[src/rtl/free_list.sv]
// Free list of physical register numbers for a two-wide rename stage.
// Define FREELIST_ERR_EN to add the sticky fl_err protocol-violation flag.
module free_list (
  input  logic       clk,
  input  logic       rst,
  input  logic       stall,
  input  logic       recover,
  input  logic       alloc_req1,
  input  logic       alloc_req2,
  output logic [5:0] alloc_prn1,
  output logic [5:0] alloc_prn2,
  output logic       fl_stall,
  input  logic       rel_en1,
  input  logic       rel_en2,
  input  logic [5:0] rel_prn1,
  input  logic [5:0] rel_prn2,
  input  logic       cmt_alloc1,
  input  logic       cmt_alloc2,
`ifdef FREELIST_ERR_EN
  output logic       fl_err,
`endif
  output logic [5:0] free_cnt
);

  logic [5:0] entries [32];
  logic [5:0] head;
  logic [5:0] cmt_head;
  logic [5:0] tail;

  logic [1:0] req_cnt;
  logic [1:0] rel_cnt;
  logic [1:0] cmt_cnt;
  logic [5:0] head_p1;
  logic [5:0] tail_p1;
  logic [5:0] cmt_head_nxt;
  logic       alloc_ok;

  assign req_cnt      = {1'b0, alloc_req1} + {1'b0, alloc_req2};
  assign rel_cnt      = {1'b0, rel_en1} + {1'b0, rel_en2};
  assign cmt_cnt      = {1'b0, cmt_alloc1} + {1'b0, cmt_alloc2};
  assign head_p1      = head + 6'd1;
  assign tail_p1      = tail + 6'd1;
  assign cmt_head_nxt = cmt_head + {4'b0, cmt_cnt};

  assign free_cnt   = tail - head;
  assign fl_stall   = free_cnt < {4'b0, req_cnt};
  assign alloc_ok   = !stall && !fl_stall && !recover;

  // Same-cycle releases are not forwarded; they appear here next cycle.
  assign alloc_prn1 = entries[head[4:0]];
  assign alloc_prn2 = alloc_req1 ? entries[head_p1[4:0]] : entries[head[4:0]];

  always_ff @(posedge clk) begin
    if (rst) begin
      for (int i = 0; i < 32; i++) begin
        entries[i] <= 6'(32 + i);
      end
      head     <= 6'd0;
      cmt_head <= 6'd0;
      tail     <= 6'd32;
    end else begin
      if (rel_en1) begin
        entries[tail[4:0]] <= rel_prn1;
      end
      if (rel_en2) begin
        if (rel_en1) begin
          entries[tail_p1[4:0]] <= rel_prn2;
        end else begin
          entries[tail[4:0]] <= rel_prn2;
        end
      end
      tail     <= tail + {4'b0, rel_cnt};
      cmt_head <= cmt_head_nxt;

      // Recovery rolls speculation back to the committed point of this edge.
      if (recover) begin
        head <= cmt_head_nxt;
      end else if (alloc_ok) begin
        head <= head + {4'b0, req_cnt};
      end
    end
  end

`ifdef FREELIST_ERR_EN
  logic [6:0] free_after_rel;
  logic [5:0] outstanding;
  logic       violation;

  assign free_after_rel = {1'b0, free_cnt} + {5'b0, rel_cnt};
  assign outstanding    = head - cmt_head;
  assign violation      = (free_after_rel > 7'd32) || ({4'b0, cmt_cnt} > outstanding);

  always_ff @(posedge clk) begin
    if (rst) begin
      fl_err <= 1'b0;
    end else if (violation) begin
      fl_err <= 1'b1;
    end
  end
`endif

endmodule

[config.mk]
export PLATFORM = sky130hd
export DESIGN_NAME = free_list
export DESIGN_NICKNAME = d
export VERILOG_FILES = /design/src/rtl/free_list.sv
export SDC_FILE = /design/constraint.sdc
export NUM_CORES = 1
export LEC_CHECK = 0
export CORE_AREA = 2 2 173 175
export CTS_CLUSTER_DIAMETER = 30
export DETAILED_ROUTE_END_ITERATION = 6
export DIE_AREA = 0 0 175 177
export HOLD_SLACK_MARGIN = 0.15
export PLACE_DENSITY = 0.7
export SYNTH_ARGS = -nofsm -noshare
export SYNTH_HDL_FRONTEND = slang
export SYNTH_SLANG_ARGS = --single-unit
export TNS_END_PERCENT = 20
[constraint.sdc]
create_clock -name clk -period 3.7 [get_ports clk]
set_clock_uncertainty 0.15 [all_clocks]
set_input_delay 0.555 -clock clk [delete_from_list [all_inputs] [get_ports clk]]
set_output_delay 0.555 -clock clk [all_outputs]
set_load 0.02 [all_outputs]
==> impl_metrics.py <==
metrics = {
    "outcome": {
        "run_status": "complete, but fails checks",
        "failed_checks": "design-rule violations, negative setup slack",
    },
    "synth": {
        "postSynthCellCount": 1034,
        "number_of_synthesized_register_bits": 215,
        "syn_avg_cell_area_um2": 12.5,
        "synth_top_flop_cell": "sky130_fd_sc_hd__edfxtp_1",
        "netlist-cell-type-count": 56,
        "yosysWarningCount": 0,
        "netlist_area_um2": 12900,
        "edff_count_synth": 192,
        "postSynth.asyncResetShare": 0,
        "syn_nets": 1072,
        "synth_seq_area_share": 0.483,
    },
    "drt": {
        "drt-vias-per-instance": 6.85,
        "drt-pass1-iter-count": 7,
        "dr_total_vias": 10600,
        "antenna_violating_nets_post_route": 0,
        "drt-met1-wl_um": 15600,
        "wl_met2_um": 19400,
        "drt-initial-drc-count": 2023,
        "detail_route.wl_per_cell_um": 28.9,
        "top_layer_used": "met4",
        "postRouteWirelength_um": 44900,
        "drt_drc_violations_left": 7,
        "routed-wl-met3_um": 7150,
    },
    "cells_and_area": {
        "num-fill-cells": 2377,
        "finalNonFillerCells": 1552,
        "share_of_layout_cells_above_drive_strength_1": 0.276,
        "final_nets": 1170,
        "layout-area-overhead-vs-synth_pct": 22.0,
        "final_core_util": 0.538,
        "ff_latch_area_um2": 6230,
        "area_of_the_multi_input_gates_um2": 6370,
        "antenna-diode-count": 0,
    },
    "setup_path": {
        "cp_data_arrival_time_ns": 3.09,
        "crit_top_cell": "sky130_fd_sc_hd__mux4_2",
        "worst_path_max_delay_cell": "sky130_fd_sc_hd__mux4_2",
        "largest_stage_delay_on_the_critical_path_ns": 0.53,
        "critPathLaunchType": "flip-flop",
        "critical_path.top_delay_family": "multiplexers",
        "reg2reg_depth": 8,
        "criticalPathCategory": "flip-flop to primary output",
        "worst_setup_path_end_kind": "primary output",
        "critical_path.max_fanout": 8,
        "crit_required_ns": 2.99,
        "critical_path_buf_inv_count": 3,
        "crit_cells": 8,
        "crit_path_cell_trace": "ha_4, buf_12, buf_4, mux4_2, mux4_2, mux2i_2, a21oi_1, buf_2",
    },
    "floorplan": {
        "coreArea_um2": 29200,
        "ios": 41,
        "fp.dieH_um": 177,
        "start_util": 0.441,
        "dieArea_um2": 31000,
        "die-width_um": 175,
        "placementRows": 63,
    },
    "sta": {
        "relSlewSlack": 0.374,
        "layout_min_cycle_time_ns": 3.79,
        "max_slew_violation_total_from_the_final_report": 0,
        "finalCritPeriodShare": 1.02,
        "final_report_hold_violation_count": 0,
        "fmax_mhz": 264,
        "setup_repair_after_global_routing_missed_its_margin": "yes",
        "post-route-worst-setup-slack_ns": -0.0923,
        "actual_transition_at_the_worst_max_transition_pin_ns": 0.935,
        "finalSetupViolations": 6,
    },
    "worst_hold_path": {
        "worst_hold_path.num_cells": 2,
        "hold_class": "flip-flop to flip-flop",
    },
    "clock_network": {
        "clk_transition_reported_paths_ns": 0.05,
        "clk-insertion-delay-late_ns": 0.53,
        "clock_tree.htree_level_count": 2,
        "clock_sinks": 215,
        "cts-root-to-sink-buffers": 3,
        "cts_made_buffers": 39,
        "clk_root_buffer_cell": "sky130_fd_sc_hd__clkbuf_16",
        "tritoncts": "yes",
    },
    "global_route": {
        "first_global_vias": 9959,
        "antenna_found_initial": 1,
        "globalRouteTotalUtil": 0.289,
        "grt_overflow": 0,
        "maximum_number_of_pins_on_one_net_before_global_route_repair": 52,
        "wire_length_of_the_first_global_routing_pass_um": 65300,
    },
    "power": {
        "internal_power_mw": 5.83,
        "switching_power_total_mw": 2.42,
        "switching_power_share_of_the_total": 0.293,
        "power-per-cell-area_nw_per_um2": 524,
        "leakage_nw": 4.79,
        "power_frac_clock": 0.424,
        "share_comb_of_total_power": 0.237,
        "max-vdd-ir-drop_uv": 294,
        "sequential_group_share_of_total_power": 0.339,
    },
    "placed_design": {
        "dpl.cell_count": 1471,
        "gp_routability_congestion": 0.956,
        "post-dp-hpwl_um": 30800,
        "numPortBuffers": 40,
    },
    "job": {
        "maxCapViolCount": 0,
    },
}
-- flip-flops by register name, indices dropped and copies added, names as in the netlist, named ones only --
signal / cells
cmt_head: 6
entries: 192
head: 6
tail: 6
-- worst register-to-register path, stage by stage (launching register included) --
cell and delay [ns]:
sky130_fd_sc_hd__dfxtp_1 0.36, sky130_fd_sc_hd__buf_4 0.15, sky130_fd_sc_hd__inv_1 0.10, sky130_fd_sc_hd__fa_1 0.58, sky130_fd_sc_hd__ha_1 0.24, sky130_fd_sc_hd__a211oi_2 0.20, sky130_fd_sc_hd__nor3b_2 0.46, sky130_fd_sc_hd__a21oi_1 0.22
sky130_fd_sc_hd__o311a_1 0.32
-- layout by cell type, fill, tap and decap left out, types with 8 or more instances in the layout --
cell type                         count
sky130_fd_sc_hd__clkbuf_16           40
sky130_fd_sc_hd__or3_1               30
sky130_fd_sc_hd__mux4_2             117
sky130_fd_sc_hd__nor3_1              10
sky130_fd_sc_hd__dfxtp_1             20
sky130_fd_sc_hd__o22ai_1             53
sky130_fd_sc_hd__a22oi_1             81
sky130_fd_sc_hd__nand2_1             91
sky130_fd_sc_hd__xor2_1               9
sky130_fd_sc_hd__edfxtp_1           192
sky130_fd_sc_hd__buf_2                8
sky130_fd_sc_hd__nor2b_1              8
sky130_fd_sc_hd__clkdlybuf4s50_1     26
sky130_fd_sc_hd__inv_1               19
sky130_fd_sc_hd__o21ai_1             16
sky130_fd_sc_hd__ha_1                11
sky130_fd_sc_hd__buf_12              12
sky130_fd_sc_hd__buf_4               80
sky130_fd_sc_hd__a21oi_1             44
sky130_fd_sc_hd__nor2_1             125
sky130_fd_sc_hd__nand3_1             12
sky130_fd_sc_hd__nand2b_1            10
-- timing repair --
item,CTS,global route
gates resized for setup,39,11
hold buffers,0,0
pin swaps,1,1
endpoints found under the setup margin,13,9
setup buffers,2,6
cloned,1,1
-- worst paths after layout --
check | endpoint | slack, ns | start
setup / recovery | alloc_prn2[5] | -0.09 | head[0]
hold / removal | cmt_head[5] | 0.37 | cmt_head[5]
setup reg to reg | flip-flop | 0.81 | head[1]
hold reg to reg | cmt_head[5] | 0.37 | cmt_head[5]
-- cell usage after synthesis (4+ instances only) --
| master | number | area, um2 |
|---|---|---|
| sky130_fd_sc_hd__xnor2_1 | 8 | 70.1 |
| sky130_fd_sc_hd__mux2_2 | 7 | 78.8 |
| sky130_fd_sc_hd__ha_1 | 12 | 150 |
| sky130_fd_sc_hd__clkbuf_1 | 62 | 233 |
| sky130_fd_sc_hd__dfxtp_1 | 23 | 460 |
| sky130_fd_sc_hd__a211oi_1 | 8 | 60.1 |
| sky130_fd_sc_hd__nor2_1 | 125 | 469 |
| sky130_fd_sc_hd__o211ai_1 | 5 | 37.5 |
| sky130_fd_sc_hd__o21ai_1 | 16 | 80.1 |
| sky130_fd_sc_hd__nor2b_1 | 8 | 50.1 |
| sky130_fd_sc_hd__mux4_1 | 4 | 105 |
| sky130_fd_sc_hd__buf_2 | 9 | 45.0 |
| sky130_fd_sc_hd__mux4_2 | 116 | 2610 |
| sky130_fd_sc_hd__and2_1 | 6 | 37.5 |
| sky130_fd_sc_hd__nand3_1 | 12 | 60.1 |
| sky130_fd_sc_hd__o22ai_1 | 53 | 332 |
| sky130_fd_sc_hd__mux2i_1 | 14 | 140 |
| sky130_fd_sc_hd__xor2_1 | 9 | 78.8 |
| sky130_fd_sc_hd__buf_1 | 5 | 18.8 |
| sky130_fd_sc_hd__o32ai_1 | 4 | 35.0 |
| sky130_fd_sc_hd__nand2b_1 | 10 | 62.6 |
| sky130_fd_sc_hd__nand2_1 | 91 | 342 |
| sky130_fd_sc_hd__or3_1 | 30 | 188 |
| sky130_fd_sc_hd__a21o_1 | 5 | 37.5 |
| sky130_fd_sc_hd__edfxtp_1 | 192 | 5770 |
| sky130_fd_sc_hd__a22oi_1 | 81 | 608 |
| sky130_fd_sc_hd__nor3_1 | 10 | 50.1 |
| sky130_fd_sc_hd__a21oi_1 | 44 | 220 |
| sky130_fd_sc_hd__inv_1 | 20 | 75.1 |
| sky130_fd_sc_hd__fa_1 | 4 | 80.1 |
-- power groups by stage --
stage,logic [mW],registers [mW],clock network (mW)
2_1_floorplan,1.16,2.80,0
3_3_place_gp,1.80,2.83,0
3_5_place_dp,1.81,2.84,0
4_1_cts,1.83,2.79,3.50
5_1_grt,2.03,2.80,3.61
6_report,1.96,2.79,3.50
-- cell type report --
type	instances	share of cell area
clock buffers	43	0.0636
clock inverters	28	0.0184
inverters	24	0.00572
multi-input cells	716	0.405
flip-flops and latches	215	0.396
well taps	390	0.0310
repair buffers	136	0.0806
-- metrics by stage --
step / hold slack (ns) / TNS (ns) / power (mW) / worst slack [ns] / area, um2
3_5_place_dp: 0.356 / 0 / 4.65 / 0.0447 / 14300
5_1_grt: 0.407 / -0.695 / 8.44 / -0.140 / 15700
6_report: 0.371 / -0.453 / 8.25 / -0.0923 / 15700
3_3_place_gp: 0.352 / 0 / 4.63 / 0.0855 / 14300
2_1_floorplan: 0.323 / 0 / 3.96 / 0.460 / 12900
4_1_cts: 0.374 / -0.216 / 8.12 / -0.117 / 15600
-- kinds of logic (layout without fill, tap and decap cells) --
group,after synthesis,after routing,synth area share
fa+ha+maj,16,16,0.0178
buf+inv,103,231,0.0332
compound gates,235,235,0.121
xor+xnor,17,17,0.0115
simple gates,307,307,0.106
mux,141,141,0.228
flops,215,215,0.483
-- metal layers --
metal	GRT usage	up-vias
met5	0	-
met1	0.386	5085
met2	0.431	1016
met4	0.138	0
met3	0.0932	194
li1	-	4332
(Power assumes the default switching activity.)
